--- src/rtl/rsa_host_ctrl.sv ---
// rtl/rsa_host_ctrl.sv - host-side byte-serial sequencer for the exp2_rsa register interface
module rsa_host_ctrl #(
    parameter int          RD_LAT  = 1,
    parameter logic [31:0] TIMEOUT = 32'd16777216
) (
    input  logic         clk,
    input  logic         reset,
    input  logic         cmd_valid,
    output logic         cmd_ready,
    input  logic         cmd_key,
    input  logic [255:0] key_hi,
    input  logic [255:0] key_lo,
    input  logic [255:0] msg,
    output logic         res_valid,
    output logic [255:0] res,
    output logic         err,
    output logic         busy,
    output logic         core_we,
    output logic         core_oe,
    output logic         core_start,
    output logic [1:0]   core_sel,
    output logic [4:0]   core_addr,
    output logic [7:0]   core_wdata,
    input  logic [7:0]   core_data,
    input  logic         core_ready
);

    typedef enum logic [2:0] {
        S_IDLE, S_WR3, S_WR2, S_WR1, S_START, S_WAIT, S_READ, S_DONE
    } state_t;

    localparam logic [5:0] RD_FIRST = 6'(RD_LAT);
    localparam logic [5:0] RD_LAST  = 6'(31 + RD_LAT);

    state_t         state, state_nx;
    logic [5:0]     cnt;
    logic [31:0]    wait_cnt;
    logic           low_seen;
    logic [255:0]   kh_r, kl_r, msg_r, res_r;
    logic [247:0]   rd_buf;
    logic [4:0]     rd_idx;

    // Read pipeline: byte index lags the issued address by RD_LAT (mod 32).
    assign rd_idx = cnt[4:0] - RD_FIRST[4:0];
    assign res    = res_r;

    always_comb begin
        state_nx   = state;
        cmd_ready  = 1'b0;
        busy       = 1'b1;
        core_we    = 1'b0;
        core_oe    = 1'b0;
        core_start = 1'b0;
        core_sel   = 2'd0;
        core_addr  = 5'd0;
        core_wdata = 8'd0;
        res_valid  = 1'b0;
        err        = 1'b0;
        case (state)
            S_IDLE: begin
                cmd_ready = 1'b1;
                busy      = 1'b0;
                if (cmd_valid) state_nx = cmd_key ? S_WR3 : S_WR1;
            end
            S_WR3: begin
                core_we    = 1'b1;
                core_sel   = 2'd3;
                core_addr  = cnt[4:0];
                core_wdata = kh_r[{cnt[4:0], 3'b000} +: 8];
                if (cnt == 6'd31) state_nx = S_WR2;
            end
            S_WR2: begin
                core_we    = 1'b1;
                core_sel   = 2'd2;
                core_addr  = cnt[4:0];
                core_wdata = kl_r[{cnt[4:0], 3'b000} +: 8];
                if (cnt == 6'd31) state_nx = S_WR1;
            end
            S_WR1: begin
                core_we    = 1'b1;
                core_sel   = 2'd1;
                core_addr  = cnt[4:0];
                core_wdata = msg_r[{cnt[4:0], 3'b000} +: 8];
                if (cnt == 6'd31) state_nx = S_START;
            end
            S_START: begin
                core_start = 1'b1;
                state_nx   = S_WAIT;
            end
            S_WAIT: begin
                // A genuine 0->1 edge wins over a coincident timeout.
                if (low_seen && core_ready) begin
                    state_nx = S_READ;
                end else if (wait_cnt == TIMEOUT) begin
                    err      = 1'b1;
                    state_nx = S_IDLE;
                end
            end
            S_READ: begin
                core_oe = 1'b1;
                if (!cnt[5]) core_addr = cnt[4:0];
                if (cnt == RD_LAST) state_nx = S_DONE;
            end
            S_DONE: begin
                res_valid = 1'b1;
                state_nx  = S_IDLE;
            end
            default: state_nx = S_IDLE;
        endcase
    end

    always_ff @(posedge clk or negedge reset) begin
        if (!reset) begin
            state    <= S_IDLE;
            cnt      <= 6'd0;
            wait_cnt <= 32'd0;
            low_seen <= 1'b0;
            kh_r     <= '0;
            kl_r     <= '0;
            msg_r    <= '0;
            rd_buf   <= '0;
            res_r    <= '0;
        end else begin
            state <= state_nx;
            case (state)
                S_IDLE: begin
                    cnt <= 6'd0;
                    if (cmd_valid) begin
                        kh_r  <= key_hi;
                        kl_r  <= key_lo;
                        msg_r <= msg;
                    end
                end
                S_WR3, S_WR2, S_WR1: cnt <= (cnt == 6'd31) ? 6'd0 : cnt + 6'd1;
                S_START: begin
                    wait_cnt <= 32'd0;
                    low_seen <= 1'b0;
                end
                S_WAIT: begin
                    cnt      <= 6'd0;
                    wait_cnt <= wait_cnt + 32'd1;
                    if (!core_ready) low_seen <= 1'b1;
                end
                S_READ: begin
                    cnt <= cnt + 6'd1;
                    if (cnt >= RD_FIRST) begin
                        // Last byte lands directly in res so it is valid during DONE.
                        if (cnt == RD_LAST) res_r <= {core_data, rd_buf};
                        else rd_buf[{rd_idx, 3'b000} +: 8] <= core_data;
                    end
                end
                default: ;
            endcase
        end
    end

endmodule
--- config.mk ---
export PLATFORM = sky130hd
export DESIGN_NAME = rsa_host_ctrl
export DESIGN_NICKNAME = d
export VERILOG_FILES = /design/src/rtl/rsa_host_ctrl.sv
export SDC_FILE = /design/constraint.sdc
export NUM_CORES = 2
export LEC_CHECK = 0
export BUFFER_PORTS_ARGS = -buffer_cell sky130_fd_sc_hd__buf_2
export CORE_AREA = 4 4 410 412
export DETAILED_ROUTE_END_ITERATION = 6
export DIE_AREA = 0 0 414 416
export PLACE_DENSITY = 0.62
export SYNTH_ARGS = -nofsm -noshare
export SYNTH_HDL_FRONTEND = slang
export SYNTH_SLANG_ARGS = --single-unit
--- constraint.sdc ---
create_clock -name clk -period 5.9 [get_ports clk]
set_clock_uncertainty 0.05 [all_clocks]
set_input_delay 0.885 -clock clk [delete_from_list [all_inputs] [get_ports clk]]
set_output_delay 0.885 -clock clk [all_outputs]
set_load 0.02 [all_outputs]
* Yosys cells after proc, flatten, opt, wreduce, memory -nomap -nowiden *
Index checks and enable logic that the tools add are counted.

word-level totals
  bits in registers = 1314
  output and inout port bits = 278

cells by class
  $add $sub $neg = 4
  order comparisons = 1
  equal/unequal tests = 17
  shift operators = 5
  muxes and demuxes = 28
  bitwise logic cells = 1
  reduce and logical (&&, ||, !) cells = 11

operators with widths
  cell                                                                                 count
  256-bit by 9-bit variable part select with 8-bit output                              3
  248-bit bitwise mux                                                                  1
  8-bit by 10-bit variable shift with 248-bit output, first input constant             1
  8-bit by 10-bit variable part select with 248-bit output                             1
  32-bit case mux with 2 select lines                                                  1
  32-bit by 1-bit adder with 32-bit output, second input constant                      1
  32-bit by 25-bit equality test with 1-bit output, second input constant              1
  3-bit case mux with 8 select lines                                                   1
  8-bit case mux with 3 select lines                                                   1
  3-bit 2-to-1 mux                                                                     7
  6-bit case mux with 3 select lines                                                   1
  3-bit equality test, second input constant                                           4
  2-bit inequality test, second input constant                                         6
  1-bit 2-to-1 mux                                                                     10
  8-bit negation with 10-bit output                                                    1
  5-bit case mux with 2 select lines                                                   1
  6-bit by 1-bit adder with 6-bit output, second input constant                        1
  3-bit by 2-bit equality test with 1-bit output, second input constant                2
  6-bit by 5-bit equality test with 1-bit output, second input constant                1
  6-bit equality test, second input constant                                           1
  6-bit by 1-bit greater-or-equal comparator with 1-bit output, second input constant  1
  6-bit 2-to-1 mux                                                                     1
  2-bit case mux with 3 select lines                                                   1
  3-bit AND reduction                                                                  2
  other kinds (15)                                                                     16

* Logic depth before layout (Yosys ltp) *
  depth in word-level cells = 4
  mapped depth = 13

* Worst setup path before layout *
No wires, ideal clock.

  path type = reg-to-output
  start point = reg cnt[0]
  end point = out core_wdata[3]
  arrival = 2496 ps
  required time = 4965 ps
  setup slack = 2469 ps
  stages on the path, launching flop included = 10
  cell sequence = dfrtp_1 buf_2 buf_2 buf_2 buf_2 o21ai_0 o221ai_1 o211ai_1 o21ai_0 nor4bb_1

between the ends
  cells in the longest elaborated chain, start to end = 2

ends and longest elaborated chain
  what                                                                        line        text
  from (decl)                                                                 36          logic [5:0] cnt;
  from (signal assigned)                                                      134         S_WR3, S_WR2, S_WR1: cnt <= (cnt == 6'd31) ? 6'd0 : cnt + 6'd1;
  from (signal assigned)                                                      145         cnt <= cnt + 6'd1;
  256-bit by 9-bit variable part select with 8-bit output (on tied branches)  83, 69, 76
  8-bit case mux with 3 select lines (*)                                      59          case (state)
  to (decl)                                                                   23          output logic [7:0] core_wdata,

Mark *: on every way between the ends. The rest lies on a longest branch, timed or not.

* Final worst setup path *
  start point = reg state[0]
  end point = out core_wdata[0]

between the ends
  cells in the longest elaborated chain, start to end = 2

ends and longest elaborated chain
  what                                                                                                              line  text
  from (decl)                                                                                                       35    state_t state, state_nx;
  from (signal assigned)                                                                                            124   state <= state_nx;
  3-bit by 2-bit equality test with 1-bit output or 3-bit by 1-bit equality test with 1-bit output (tied branches)  59
  8-bit case mux with 3 select lines (*)                                                                            59

Marks and branches as above.

==> results.ini <==
[sta]
final.setup.tns_ns = 0
hold_violations = 0
hold_ws_ns = 0.0802
fmax_mhz = 177
tightest_slew_ns = 1.10
fin_crit_sh = 0.955
period_minus_slack_ns = 5.64
grt_setup_unrepaired = no
finalMaxSlewViolations = 0
setup_viol = 0
relSlewSlack = 0.265

[power_and_ir_drop]
p_leak_nw = 35.8
p_total_mw = 18.8
powerDensity_nw_per_um2 = 266
vdd_drop_max_uv = 275

[global_routing]
antenna_found_initial = 123
grt_pass1_vias = 40678
grt_overflow = 0
grt_pass1_wl_um = 308000
grt_max_degree = 154
grt_use_total = 0.247

[logic_synthesis]
muxShareOfSynthArea = 0.315
synth_xor_area_frac = 0.00193
yosysTopAreaCell = dfrtp_1
yosys.area_share.simple = 0.0398
netlist_instances = 4031
synth_cell_type_count = 81
netlist_top_cells_count = mux2_2, dfrtp_1, mux2i_1, buf_2, nand2_1
synth-compound-area-share = 0.0472
synth_most_common_cell = mux2_2
synth_area_um2 = 57700
synth_top_family_by_area = multiplexers
seq_area_frac_synth = 0.569
synth_top_cell_area_share = 0.569
ys.warnings.count = 0
syn_avg_cell_area_um2 = 14.3
synth_edf_count = 0
synth_area_leaders = dfrtp_1, mux2_2, mux2i_1
synth_flop_cell = dfrtp_1
ys_async_sr_fraction = 1.00
synth_seq_cells = 1314
synth_fp_nets = 4820
synth_adder_area_share = 0.00173

[cells_and_area]
syn_to_final_growth_pct = 21.9
nets = 5843
fin_area_um2 = 70400
drive_above_1_share = 0.551
instances_no_fill = 7422

[detailed_routing]
routed_wl_um = 219000
vias = 39565
drc = 0
drtIter0Drc = 3044
vias_per_cell = 5.33
ant_nets = 0
avgRoutedWirePerCell_um = 29.5
firstDrtPassIters = 6

[floorplan]
die-height_um = 416
die_area_um2 = 172000
ios = 1059
core_area_um2 = 164000
start_util = 0.351
die_x_um = 414
placement_rows = 149

[job]
drv_cap = 0

[clocking]
cts_tree = yes
clockBufferDepth = 3
ctsHoldBuffers = 0
clk_pin_slew_ns = 0.07
numClockSinks = 1314
h-tree-depth = 4
clk_latency_ns = 0.79
root_buffer = clkbuf_16
cts_buffers = 147

[placed_design]
dpl_cell_area_um2 = 65400
place.gp.congestion = 0.953
placed_cells = 7089
dp_hpwl_um = 167000
port_buffers = 1058

[critical_path]
critPathKind = reg -> out
cp_max_fo = 54
worstSetupEndpointType = output port
arrival_ns = 4.70
crit_required_ns = 4.97
cp-start-kind = flip-flop

[hold_path]
hp-class = in -> async

[status]
outcome = complete, no violations

==> layer usage <==
layer	vias to the layer above	GRT usage	share of wire
met5	-	0	0.0018
met4	62	0.109	0.053
met3	494	0.0658	0.066
met2	1501	0.412	0.48
met1	20598	0.301	0.40
li1	16910	-	-
==> cells in the final DEF, fill, tap and decap left out, types with 29 or more instances in the layout <==
cell type and count:
buf_4 57, nand2_1 116, clkbuf_16 147, clkbuf_1 32
dfrtp_1 1311, mux2_2 1315, o211ai_1 57, buf_2 1057
and2_1 58, nor3_1 29, o22ai_1 34, nand3_1 47
o21ai_0 102, a21oi_1 64, diode_2 67, nor2_1 66
mux2i_1 164, mux2_4 66, mux4_2 31
==> worst paths after layout <==
check | cells after the start | slack (ns) | start | end
setup / recovery | 8 | 0.26 | state[0]$_DFFE_PN0P_ | core_wdata[0]
hold / removal | 1 | 0.08 | reset | res[246]$_DFFE_PN0P_
setup reg to reg | 8 | 1.86 | cnt[0]$_DFFE_PN0P_ | rd_buf[99]$_DFFE_PN0P_
hold reg to reg | 1 | 0.41 | rd_buf[213]$_DFFE_PN0P_ | res[213]$_DFFE_PN0P_
max in group asynchronous | 2 | 4.28 | reset | kl_r[60]$_DFFE_PN0P_
min in group clk | 2 | 0.26 | msg[116] | msg_r[116]$_DFFE_PN0P_
==> worst max-delay path, stage by stage (launching register included) <==
cell and delay [ns]:
dfrtp_4 0.97, buf_4 0.39, mux2_2 0.19, mux4_2 0.26
nor2_1 0.05, nor4bb_1 0.85, a211oi_1 0.33, nor3b_1 0.52
buf_2 0.30
==> per-stage QoR <==
stage           util  setup slack, ns
3_3_place_gp   0.397            0.917
3_5_place_dp   0.397            0.921
5_1_grt        0.428            0.206
4_1_cts        0.427           0.0423
6_report       0.428            0.264
2_1_floorplan      -             2.47
==> flip-flops by register name, summed over array words and instances (netlist names) <==
signal / flops
cnt: 6
kh_r: 256
kl_r: 256
low_seen: 1
msg_r: 256
rd_buf: 248
res: 256
state: 3
wait_cnt: 32
==> area by class of cell <==
class	instances	area, um2
Antenna cell	67	168
Clock buffer	204	4140
Multi-Input combinational cell	2433	23500
Timing Repair Buffer	1139	6220
Inverter	19	72.6
Fill cell	15269	94000
Sequential cell	1314	32900
Clock inverter	57	671
Tap cell	2189	2740
==> kinds of logic after synthesis <==
kind of cell             after synthesis
multiplexers                        1580
flip-flops                          1314
AND/OR/NAND/NOR                      432
AO/OA/AOI/OAI                        405
buffers and inverters                284
XOR/XNOR                               8
adder cells (fa/ha/maj)                8
==> where the power goes <==
group,leakage (nW),internal [mW],switching (mW)
clock network,2.35,5.16,3.96
registers,18.3,9.02,0.00144
logic,15.1,0.204,0.411
==> what timing repair did <==
action	in CTS	in global routing
hold endpoints to repair	0	0
resized for setup	0	1
buffers inserted	0	5
setup endpoints to repair	0	3
Power figures use the tool's default switching activity.
